<file path="src/rtl/key_repeat_ctrl_pkg.sv">
// Shared definitions for the key-handling blocks: FSM encoding and default timing.
package key_repeat_ctrl_pkg;

  typedef enum logic [1:0] {
    ST_IDLE   = 2'd0,
    ST_DELAY  = 2'd1,
    ST_REPEAT = 2'd2
  } key_state_e;

  localparam int DEF_DELAY_TICKS = 8;
  localparam int DEF_RATE_TICKS  = 3;
  localparam int DEF_CNT_W       = 4;
  localparam int DEF_REP_W       = 8;

endpackage

</file>
<file path="src/rtl/key_tick_timer.sv">
// CE-qualified down-counter with load, decrement and a zero flag.
module key_tick_timer #(
  parameter int CNT_W = 4
) (
  input  logic             clk,
  input  logic             clr,
  input  logic             ce,
  input  logic             load,
  input  logic [CNT_W-1:0] load_val,
  input  logic             dec,
  output logic [CNT_W-1:0] cnt,
  output logic             zero
);

  always_ff @(posedge clk) begin
    if (clr) begin
      cnt <= '0;
    end else if (ce) begin
      if (load) begin
        cnt <= load_val;
      end else if (dec && (cnt != '0)) begin
        cnt <= cnt - CNT_W'(1);
      end
    end
  end

  assign zero = (cnt == '0);

endmodule

</file>
<file path="src/rtl/key_repeat_ctrl.sv">
// Turns a debounced key level into press/repeat/release pulses, a toggle level and a repeat count.
//   state     | meaning
//   ST_IDLE   | key released, waiting for a press
//   ST_DELAY  | pressed, counting the initial hold delay
//   ST_REPEAT | held past the delay, issuing repeats every RATE_TICKS
module key_repeat_ctrl
  import key_repeat_ctrl_pkg::*;
#(
  parameter int DELAY_TICKS = DEF_DELAY_TICKS,
  parameter int RATE_TICKS  = DEF_RATE_TICKS,
  parameter int CNT_W       = DEF_CNT_W,
  parameter int REP_W       = DEF_REP_W
) (
  input  logic             CLK,
  input  logic             CLR,
  input  logic             CE,
  input  logic             KEY_LEVEL,
  output logic             KEY_PRESS,
  output logic             KEY_REL,
  output logic             KEY_TOG,
  output logic             KEY_HELD,
  output logic [REP_W-1:0] REP_CNT
);

  localparam logic [CNT_W-1:0] DELAY_LOAD = CNT_W'(DELAY_TICKS - 1);
  localparam logic [CNT_W-1:0] RATE_LOAD  = CNT_W'(RATE_TICKS - 1);

  key_state_e       state_q, state_d;
  logic             tmr_load, tmr_dec, tmr_zero;
  logic [CNT_W-1:0] tmr_load_val, tmr_cnt;
  logic             press_d, rel_d, tog_d;
  logic [REP_W-1:0] rep_d, rep_inc;

  key_tick_timer #(.CNT_W(CNT_W)) u_timer (
    .clk      (CLK),
    .clr      (CLR),
    .ce       (CE),
    .load     (tmr_load),
    .load_val (tmr_load_val),
    .dec      (tmr_dec),
    .cnt      (tmr_cnt),
    .zero     (tmr_zero)
  );

  // Saturating increment: the count sticks at all-ones instead of wrapping.
  assign rep_inc = (REP_CNT == {REP_W{1'b1}}) ? REP_CNT : REP_CNT + REP_W'(1);

  always_comb begin
    state_d      = state_q;
    tmr_load     = 1'b0;
    tmr_load_val = '0;
    tmr_dec      = 1'b0;
    press_d      = 1'b0;
    rel_d        = 1'b0;
    tog_d        = KEY_TOG;
    rep_d        = REP_CNT;
    if (CE) begin
      case (state_q)
        ST_IDLE: begin
          if (KEY_LEVEL) begin
            state_d      = ST_DELAY;
            tmr_load     = 1'b1;
            tmr_load_val = DELAY_LOAD;
            press_d      = 1'b1;
            tog_d        = ~KEY_TOG;
            rep_d        = '0;
          end
        end
        ST_DELAY, ST_REPEAT: begin
          // Release wins over a repeat falling due on the same tick.
          if (!KEY_LEVEL) begin
            state_d = ST_IDLE;
            rel_d   = 1'b1;
          end else if (tmr_zero) begin
            state_d      = ST_REPEAT;
            tmr_load     = 1'b1;
            tmr_load_val = RATE_LOAD;
            press_d      = 1'b1;
            rep_d        = rep_inc;
          end else begin
            tmr_dec = 1'b1;
          end
        end
        default: state_d = ST_IDLE;
      endcase
    end
  end

  always_ff @(posedge CLK) begin
    if (CLR) begin
      state_q   <= ST_IDLE;
      KEY_PRESS <= 1'b0;
      KEY_REL   <= 1'b0;
      KEY_TOG   <= 1'b0;
      KEY_HELD  <= 1'b0;
      REP_CNT   <= '0;
    end else begin
      state_q   <= state_d;
      KEY_PRESS <= press_d;
      KEY_REL   <= rel_d;
      KEY_TOG   <= tog_d;
      KEY_HELD  <= (state_d != ST_IDLE);
      REP_CNT   <= rep_d;
    end
  end

endmodule

</file>
<file path="config.mk">
export PLATFORM = sky130hd
export DESIGN_NAME = key_repeat_ctrl
export DESIGN_NICKNAME = d
export VERILOG_FILES = /design/src/rtl/key_repeat_ctrl_pkg.sv /design/src/rtl/key_tick_timer.sv /design/src/rtl/key_repeat_ctrl.sv
export SDC_FILE = /design/constraint.sdc
export NUM_CORES = 1
export LEC_CHECK = 0
export BUFFER_PORTS_ARGS = -buffer_cell sky130_fd_sc_hd__buf_2
export CORE_ASPECT_RATIO = 2
export CORE_UTILIZATION = 40
export CTS_BUF_LIST = sky130_fd_sc_hd__clkbuf_16
export CTS_CLUSTER_DIAMETER = 100
export DETAILED_ROUTE_END_ITERATION = 10
export SLEW_MARGIN = 20
export SYNTH_ARGS = -nofsm -noshare
export SYNTH_HDL_FRONTEND = slang
export SYNTH_HIERARCHICAL = 1
export SYNTH_SLANG_ARGS = --single-unit
</file>
<file path="constraint.sdc">
create_clock -name CLK -period 3.05 [get_ports CLK]
set_clock_uncertainty 0.2 [all_clocks]
set_input_delay 0.915 -clock CLK [delete_from_list [all_inputs] [get_ports CLK]]
set_output_delay 0.915 -clock CLK [all_outputs]
set_load 0.02 [all_outputs]
</file>
==> results of run 1 <==
==> Yosys cell counts, types with 3 or more instances <==
library cell and count:
nor3_1 3, inv_1 6, nor3b_1 3, nor2_1 5, nand2_1 10, nand2b_1 9
a21oi_1 7, nand3_1 6, a41oi_1 4, o21ai_0 6, dfxtp_1 18, ha_1 5
==> path summary, 6_finish.rpt <==
kind | cells after the start | end
worst max register to register | 11 | u_timer/cnt[0]
worst min-delay path | 2 | u_timer/cnt[1]
worst max-delay path | 11 | u_timer/cnt[0]
worst min register to register | 2 | u_timer/cnt[1]
==> stage by stage <==
step | instance area [um^2] | hold slack (ns) | power [mW]
global route | 1284 | 0.3462 | 0.6740
floorplan | 1101 | 0.2565 | 0.3526
CTS | 1284 | 0.2927 | 0.6469
detailed placement | 1209 | 0.2846 | 0.3854
finish | 1284 | 0.2929 | 0.6420
global placement | 1209 | 0.3049 | 0.3844
==> tightest hold or removal path, cell delays in order, from the launching register on <==
cell and delay [ns]:
dfxtp_1 0.31, o21ai_0 0.07, a21oi_1 0.06
==> registers in the layout, indices dropped and copies added (netlist names) <==
name / count
KEY_HELD: 1
KEY_PRESS: 1
KEY_REL: 1
KEY_TOG: 1
REP_CNT: 8
state_q: 2
u_timer/cnt: 4
==> layout make-up <==
class / instances / area (um^2)
fillers: 257 / 1286
multi-input cells: 99 / 693.2
flip-flops and latches: 18 / 360.3
repair buffers: 18 / 97.59
clock buffers: 3 / 75.07
well taps: 28 / 35.03
inverters: 6 / 22.52
==> cells by family (layout without fill, tap and decap cells) <==
| kind of cell | count (synthesis) | in the layout |
|---|---|---|
| xor+xnor | 1 | 1 |
| fa+ha+maj | 5 | 5 |
| buf+inv | 11 | 27 |
| compound gates | 34 | 34 |
| simple gates | 55 | 55 |
| other cells | 1 | 1 |
| flops | 18 | 18 |
| mux | 3 | 3 |
==> cells in the final DEF (no fill, tap or decap), types with 2 or more instances in the layout <==
cell and n:
a21o_1 2, a21oi_1 7, a221oi_1 2, a31oi_1 2, a41oi_1 4, and3_1 2
buf_2 15, buf_4 3, clkbuf_16 3, dfxtp_1 18, ha_1 5, inv_1 6
mux2i_1 2, nand2_1 10, nand2b_1 9, nand3_1 6, nand3_2 2, nand3b_1 2
nand4_1 2, nor2_1 5, nor3_1 3, nor3b_1 3, o21ai_0 6, o21ai_1 2
==> where the power goes <==
group / switching [mW] / total (mW) / internal (mW)
Clock: 0.0882 / 0.261 / 0.173
Combinational: 0.0802 / 0.131 / 0.0508
Sequential: 0.00559 / 0.250 / 0.245
==> layer usage <==
metal / global-route usage, % / up-vias / share of wire (%)
met5: 0 / - / 0
met4: 8.276 / 0 / 2.3
li1: - / 510 / -
met3: 2.915 / 6 / 2.0
met2: 37.00 / 16 / 57
met1: 18.38 / 487 / 38
==> flow_metrics.tcl, run 1 <==
set metrics [dict create \
    final_util_pct 49.95 \
    die-area_mm2 0.002979 \
    end_kind "flip-flop" \
    fp.dieH_um 76.20 \
    cts_root_buf "clkbuf_16" \
    tns_ns 0 \
    async_reset_ff_share_pct 0 \
    min_from "u_timer/cnt[1]" \
    wl_um 2551 \
    syn-num-nets 137 \
    route.detailed.drc 0 \
    synth-edff-count 0 \
    grt_start_max_net_pins 22 \
    hold_viol_final 0 \
    cts_made_buffers 3 \
    yosysWarningCount 6 \
    synth.largest_area_cell "dfxtp_1" \
    rsz0062_at_grt "false" \
    r2r_slack_ns 0.58 \
    finalCritPeriodShare_pct 81.03 \
    grt_pass1_vias 1002 \
    finalSetupViolCount 0 \
    cts_tree "done" \
    synthAdderAreaFrac_pct 5.682 \
    holdBufCountCts 0 \
    ant_nets 0 \
    r2r_start "u_timer/cnt[0]" \
    crit_type "flip-flop to flip-flop" \
    finalMaxSlewViolations 0 \
    clock_path_buffers 2 \
    synthSimpleGateAreaFrac_pct 30.57 \
    synth_compound_area_share_pct 22.73 \
    drt-initial-drc-count 23 \
    worstSetupStartpointType "flip-flop" \
    fp-row-count 26 \
    synth_xor_area_share_pct 0.7955 \
    clkTransAtPathRegs_ns 0.05 \
    yosysUniqueCellTypes 47 \
    cts_max_level 1 \
    worst_slack_ns 0.5786 \
    dpl.hpwl_um 1897 \
    fin_crit_ns 2.471 \
    grtUsageTotal_pct 19.55 \
    maxCapViolCount 0 \
    drive_gt1_share_pct 22.22 \
    slowest_delay_ns 0.34 \
    core-area_mm2 0.002570 \
    clock_latency_ns 0.25 \
    synthFlopType "dfxtp_1" \
    status "finished, final reports clean" \
    path_cells "inv_1 -> ha_1 -> nand2b_1 -> nor2_1 -> a21oi_1 -> nor3_1 -> buf_4 -> o21ai_1 -> nor2_2 -> a21oi_1 -> a311oi_2" \
    cp.arrival_ns 2.44 \
    cp_num_buf_inv 2 \
    gp_congestion 0.8124 \
    critPathSlowestCell "dfxtp_1" \
    viasPerCell 5.924 \
    start_util_pct 42.84 \
    synth_top_family_by_area "simple AND/OR/NAND/NOR gates" \
    vias 1019 \
    ios 16 \
    fmax_mhz 404.6 \
    grt-ovfl-total 0 \
    nNetsFinal 155 \
    synth_mux_area_share_pct 2.841 \
    drtPass1Iterations 4 \
    postCtsSetupBuffers 0 \
    io_buffers 15 \
    cp_common_cell "a21oi_1" \
    antenna_found_initial 0 \
    p_leak_nw 0.5162 \
    cts_sinks 18 \
    diodes 0 \
    ys_ff_latch 18 \
    dp_cells 169 \
    grt_pass1_wl_um 4271 \
    ys_seq_area_share_pct 32.73 \
    holdCritPathClass "flip-flop to flip-flop" \
    crit_start "u_timer/cnt[0]" \
    vdd_drop_max_mv 0.3197 \
    critPathMaxFanout 13 \
    syn_area_mm2 0.001101 \
    synth_area_leaders "dfxtp_1, ha_1, nand2b_1" \
    cts_resized 0 \
    critPathTopFamily "simple AND/OR/NAND/NOR gates" \
    post_drt_wl_per_cell_um 14.83 \
    dp_slack_ns 0.4597 \
    stdcell_count 172 \
    powerDensity_mw_per_mm2 500.1 \
    synth.avg_cell_area_um2 8.602 \
    cp.required_ns 3.02 \
    syn_inst 128 \
    synthDominantCellAreaShare_pct 32.73 \
    syn2layout_area_growth_pct 16.59 \
    die_w_um 39.10 \
]
(Power assumes the default switching activity.)
==> run 2: changes to the inputs <==
clock period = 2.26 ns   (was 3.05 ns; I/O delays follow)
==> run 2 against run 1 <==
  * Global-route usage rose by 0.32 points
  * First-iteration DRC count rose by 48%
  * Register-to-register slack got worse by 0.51 ns
  * Critical path type unchanged
  * Largest cell class unchanged
==> flow_metrics.tcl, run 2 (synthesized netlist as in run 1, its figures left out) <==
set metrics [dict create \
    ant_nets 0 \
    post_drt_wl_per_cell_um 15.66 \
    cts_made_buffers 3 \
    io_buffers 15 \
    wl_um 2818 \
    clock_path_buffers 2 \
    powerDensity_mw_per_mm2 646.7 \
    dpl.hpwl_um 2010 \
    grtUsageMet3_pct 2.624 \
    final_cell_mix "dfxtp_1, buf_2, buf_4" \
    reg_top3 "REP_CNT (8), u_timer/cnt (4), state_q (2)" \
    core-area_mm2 0.002570 \
    grtUsageTotal_pct 19.87 \
    fp-row-count 26 \
    drive_gt1_share_pct 30.26 \
    critPathTopFamily "simple AND/OR/NAND/NOR gates" \
    gp_congestion 0.7895 \
    fin_crit_ns 2.188 \
    fmax_mhz 457.0 \
    power_report.internal_total_uw 648.4 \
    grtUsageMet2_pct 34.67 \
    critPathSlowestCell "or3b_1" \
    mostFrequentLayoutCell "dfxtp_1" \
    drt-initial-drc-count 34 \
    cp.arrival_ns 2.18 \
    cts_tree "done" \
    viasPerCell 5.883 \
    whs_ns 0.2857 \
    fp.dieH_um 76.20 \
    end_kind "flip-flop" \
    cts_root_buf "clkbuf_16" \
    largest_register_ffs 8 \
    cp_num_buf_inv 2 \
    grt_start_max_net_pins 21 \
    p_leak_nw 0.5735 \
    sequentialPowerShare_pct 37.8 \
    grt_pass1_vias 1006 \
    ios 16 \
    maxCapViolCount 0 \
    antenna_found_initial 0 \
    slowest_delay_ns 0.41 \
    path_cells "inv_1 -> ha_1 -> nand2b_1 -> nor2_2 -> buf_4 -> nand3_2 -> or3b_1 -> a21oi_2 -> mux2_2" \
    worstSetupStartpointType "flip-flop" \
    n_fill_cell 244 \
    finalMaxSlewViolations 0 \
    holdBufCountCts 0 \
    power_frac_clock_pct 38.8 \
    grt-ovfl-total 0 \
    final_util_pct 53.65 \
    clkTransAtPathRegs_ns 0.05 \
    route.detailed.drc 0 \
    nNetsFinal 163 \
    diodes 0 \
    die-area_mm2 0.002979 \
    syn2layout_area_growth_pct 25.23 \
    switching_share_pct 27.28 \
    finalSetupViolCount 0 \
    finalCritPeriodShare_pct 96.82 \
    start_util_pct 42.84 \
    die_w_um 39.10 \
    use_met1_pct 22.22 \
    crit_type "flip-flop to flip-flop" \
    top_register "REP_CNT" \
    power_switching_uw 243.3 \
    clock_latency_ns 0.24 \
    hold_viol_final 0 \
    cts_sinks 18 \
    cts_max_level 1 \
    grt_pass1_wl_um 4353 \
    combPwrFrac_pct 23.4 \
    busiest_layer "met2" \
    drtPass1Iterations 4 \
    status "finished, final reports clean" \
    vias 1059 \
    holdCritPathClass "flip-flop to flip-flop" \
    cp.required_ns 2.25 \
    critPathMaxFanout 4 \
    vdd_drop_max_mv 0.5057 \
]
run 2: area by class of cell:
type / instances / area, um^2 / share of cell area (%)
timing repair buffer: 26 / 157.7 / 11.43
sequential: 18 / 361.6 / 26.23
multi-input combinational: 99 / 726.9 / 52.72
clock buffer: 3 / 75.07 / 5.445
inverter: 6 / 22.52 / 1.633
tap: 28 / 35.03 / 2.541
run 2: path summary, 6_finish.rpt:
| check | slack, ns | startpoint | to | cells past startpoint |
|---|---|---|---|---|
| setup / recovery | 0.07 | u_timer/cnt[0] | REP_CNT[0] | 9 |
| hold / removal | 0.29 | u_timer/cnt[0] | u_timer/cnt[0] | 1 |
| setup reg to reg | 0.07 | u_timer/cnt[0] | REP_CNT[0] | 9 |
| hold reg to reg | 0.29 | u_timer/cnt[0] | u_timer/cnt[0] | 1 |
run 2: through the flow:
| step | cells | cell area [um^2] | TNS (ns) | power [mW] | setup slack [ns] |
|---|---|---|---|---|---|
| after floorplan | 128 | 1106 | 0 | 0.4769 | 0.04337 |
| after CTS | 178 | 1334 | 0 | 0.8827 | 0.03162 |
| after global placement | 175 | 1259 | 0 | 0.5287 | 0.1124 |
| after global routing | 180 | 1379 | -0.09017 | 0.9284 | -0.03671 |
| final | 180 | 1379 | 0 | 0.8917 | 0.07187 |
| after detailed placement | 175 | 1259 | 0 | 0.5333 | 0.04407 |
run 2: repair_timing:
action | CTS | global route
setup endpoints to repair | 0 | 8
buffers inserted | 0 | 2
resized for setup | 0 | 7
run 2: metal layers:
layer	share of wire [%]	vias to the layer above
met5	0	-
met3	2.3	2
li1	-	517
met2	59	17
met1	38	523
met4	0.78	0
run 2: power groups by stage:
stage	clock [mW]	combinational [mW]	sequential, mW
CTS	0.356	0.190	0.337
detailed placement	0	0.190	0.343
finish	0.346	0.209	0.337
global placement	0	0.185	0.343
global route	0.365	0.225	0.339
floorplan	0	0.125	0.352
==> run 3: changes to the inputs <==
CORE_ASPECT_RATIO = not set   (was 2)
CORE_MARGIN = 2   (was not set)
clock period = 2.3 ns   (was 2.26 ns; I/O delays follow)
==> run 3 against run 2 <==
  * Sequential share of layout area about the same
  * Global-route usage fell by 3.9 points
  * Critical path depth increased by 1
  * First-iteration DRC count decreased by 35%
  * Power shrank 2.1%
  * Die area rose by 7.0%
  * Hold slack better by 0.020 ns
  * Clock-buffer cell count unchanged
  * Critical endpoint is now u_timer/cnt[0]
  * Largest cell class unchanged
==> flow_metrics.tcl, run 3 (synthesized netlist as in run 1, its figures left out) <==
set metrics [dict create \
    antenna_found_initial 0 \
    mostFrequentLayoutCell "dfxtp_1" \
    vias 1024 \
    ff2ff_path_depth 10 \
    viasPerCell 5.657 \
    r2r_end "u_timer/cnt[0]" \
    cts_sinks 18 \
    path_cells "inv_1 -> ha_2 -> nand2b_1 -> nor2_4 -> a21oi_2 -> nor3_4 -> o21ai_2 -> nor2_2 -> a21oi_1 -> a311oi_2" \
    switching_share_pct 26.97 \
    min_path_cells 2 \
    powerDensity_mw_per_mm2 634.7 \
    grt_start_max_net_pins 21 \
    fp-row-count 19 \
    die_w_um 56.47 \
    drt-initial-drc-count 22 \
    cts_max_level 1 \
    slowest_delay_ns 0.34 \
    n_fill_cell 254 \
    dpl.hpwl_um 1688 \
    r2r_start "u_timer/cnt[0]" \
    final-seq-area_um2 360.3 \
    holdCritPathClass "flip-flop to flip-flop" \
    vdd_drop_max_mv 0.4280 \
    stdcell_count 181 \
    hold_viol_final 0 \
    end_kind "flip-flop" \
    cts_tree "done" \
    critPathSlowestCell "dfxtp_1" \
    io_buffers 15 \
    fin_crit_ns 2.156 \
    r2r_slack_ns 0.14 \
    grt-ovfl-total 0 \
    grtUsageTotal_pct 15.93 \
    cts_root_buf "clkbuf_16" \
    clkTransAtPathRegs_ns 0.05 \
    cp.required_ns 2.26 \
    final_cell_mix "dfxtp_1, buf_2, nand2_1" \
    fp.dieH_um 56.47 \
    dp_cells 176 \
    gp_congestion 0.8263 \
    dp_slack_ns 0.09383 \
    worstSetupStartpointType "flip-flop" \
    grt_pass1_wl_um 4029 \
    maxCapViolCount 0 \
    syn2layout_area_growth_pct 24.89 \
    clock_path_buffers 2 \
    grt_pass1_vias 958 \
    power_report.internal_total_uw 637.4 \
    whs_endpoint "KEY_TOG" \
    crit_type "flip-flop to flip-flop" \
    combPwrFrac_pct 22.4 \
    start_util_pct 40.99 \
    sequentialPowerShare_pct 38.1 \
    worst_slack_ns 0.1436 \
    ant_nets 0 \
    clock_latency_ns 0.25 \
    ios 16 \
    cts_made_buffers 3 \
    post_drt_wl_per_cell_um 13.61 \
    p_leak_nw 0.5614 \
    fmax_mhz 463.7 \
    core-area_mm2 0.002686 \
    finalSetupViolCount 0 \
    cp.arrival_ns 2.12 \
    largest_register_ffs 8 \
    drive_gt1_share_pct 29.33 \
    power_switching_uw 235.4 \
    nNetsFinal 161 \
    finalMaxSlewViolations 0 \
    min_from "KEY_TOG" \
    power_frac_clock_pct 39.5 \
    status "finished, final reports clean" \
    reg_top3 "REP_CNT (8), u_timer/cnt (4), state_q (2)" \
    drtPass1Iterations 4 \
    diodes 0 \
    critPathMaxFanout 4 \
    die-area_mm2 0.003188 \
    top_register "REP_CNT" \
    route.detailed.drc 0 \
    whs_ns 0.3058 \
    wl_um 2463 \
    report.power.total_uw 872.7 \
    finalCritPeriodShare_pct 93.75 \
    multi_input_area_um2 735.7 \
    tns_ns 0 \
]
[run 3: timing repair]
action,in CTS,in global routing
endpoints found under the hold margin,0,0
endpoints found under the setup margin,0,4
setup buffers,0,2
resized for setup,0,8
hold buffers,0,0
[run 3: per-stage QoR]
stage,utilization (%),area [um^2]
floorplan,-,1106
finish,51.19,1375
global route,51.19,1375
CTS,49.23,1323
global placement,46.44,1247
detailed placement,46.44,1247
[run 3: routing by layer]
layer / wire (um) / global-route usage (%)
met4: 41 / 9.864
met3: 86 / 3.456
met2: 1144 / 25.42
met1: 1191 / 19.32
met5: 0 / 0
[run 3: worst max path at each step]
stage                   start             end  slack (ns)  cells after the start
6_report       u_timer/cnt[0]  u_timer/cnt[0]        0.14                     10
4_1_cts        u_timer/cnt[0]  u_timer/cnt[0]        0.09                     10
3_3_place_gp        KEY_LEVEL  u_timer/cnt[0]        0.12                      7
5_1_grt        u_timer/cnt[0]  u_timer/cnt[0]       -0.01                     10
3_5_place_dp        KEY_LEVEL  u_timer/cnt[0]        0.09                      7
2_1_floorplan      state_q[0]  u_timer/cnt[0]        0.08                      9
[run 3: critical path: cells and delay by family (launching register included)]
| family | cells | cell delay (ns) |
|---|---|---|
| buf+inv | 1 | 0.07 |
| flops | 1 | 0.34 |
| simple gates | 4 | 0.73 |
| compound gates | 4 | 0.54 |
| fa+ha+maj | 1 | 0.19 |
[run 3: layout make-up]
class,instances,area share [%]
timing repair buffer,24,10.37
inverter,6,1.638
sequential,18,26.21
multi-input combinational,99,53.50
clock buffer,3,5.460
tap,31,2.821
[run 3: power by group through the flow]
stage | Clock [mW] | Combinational, mW | Sequential [mW]
6_report | 0.345 | 0.196 | 0.332
5_1_grt | 0.367 | 0.216 | 0.333
4_1_cts | 0.360 | 0.178 | 0.331
3_5_place_dp | 0 | 0.177 | 0.338
3_3_place_gp | 0 | 0.178 | 0.338
2_1_floorplan | 0 | 0.122 | 0.346
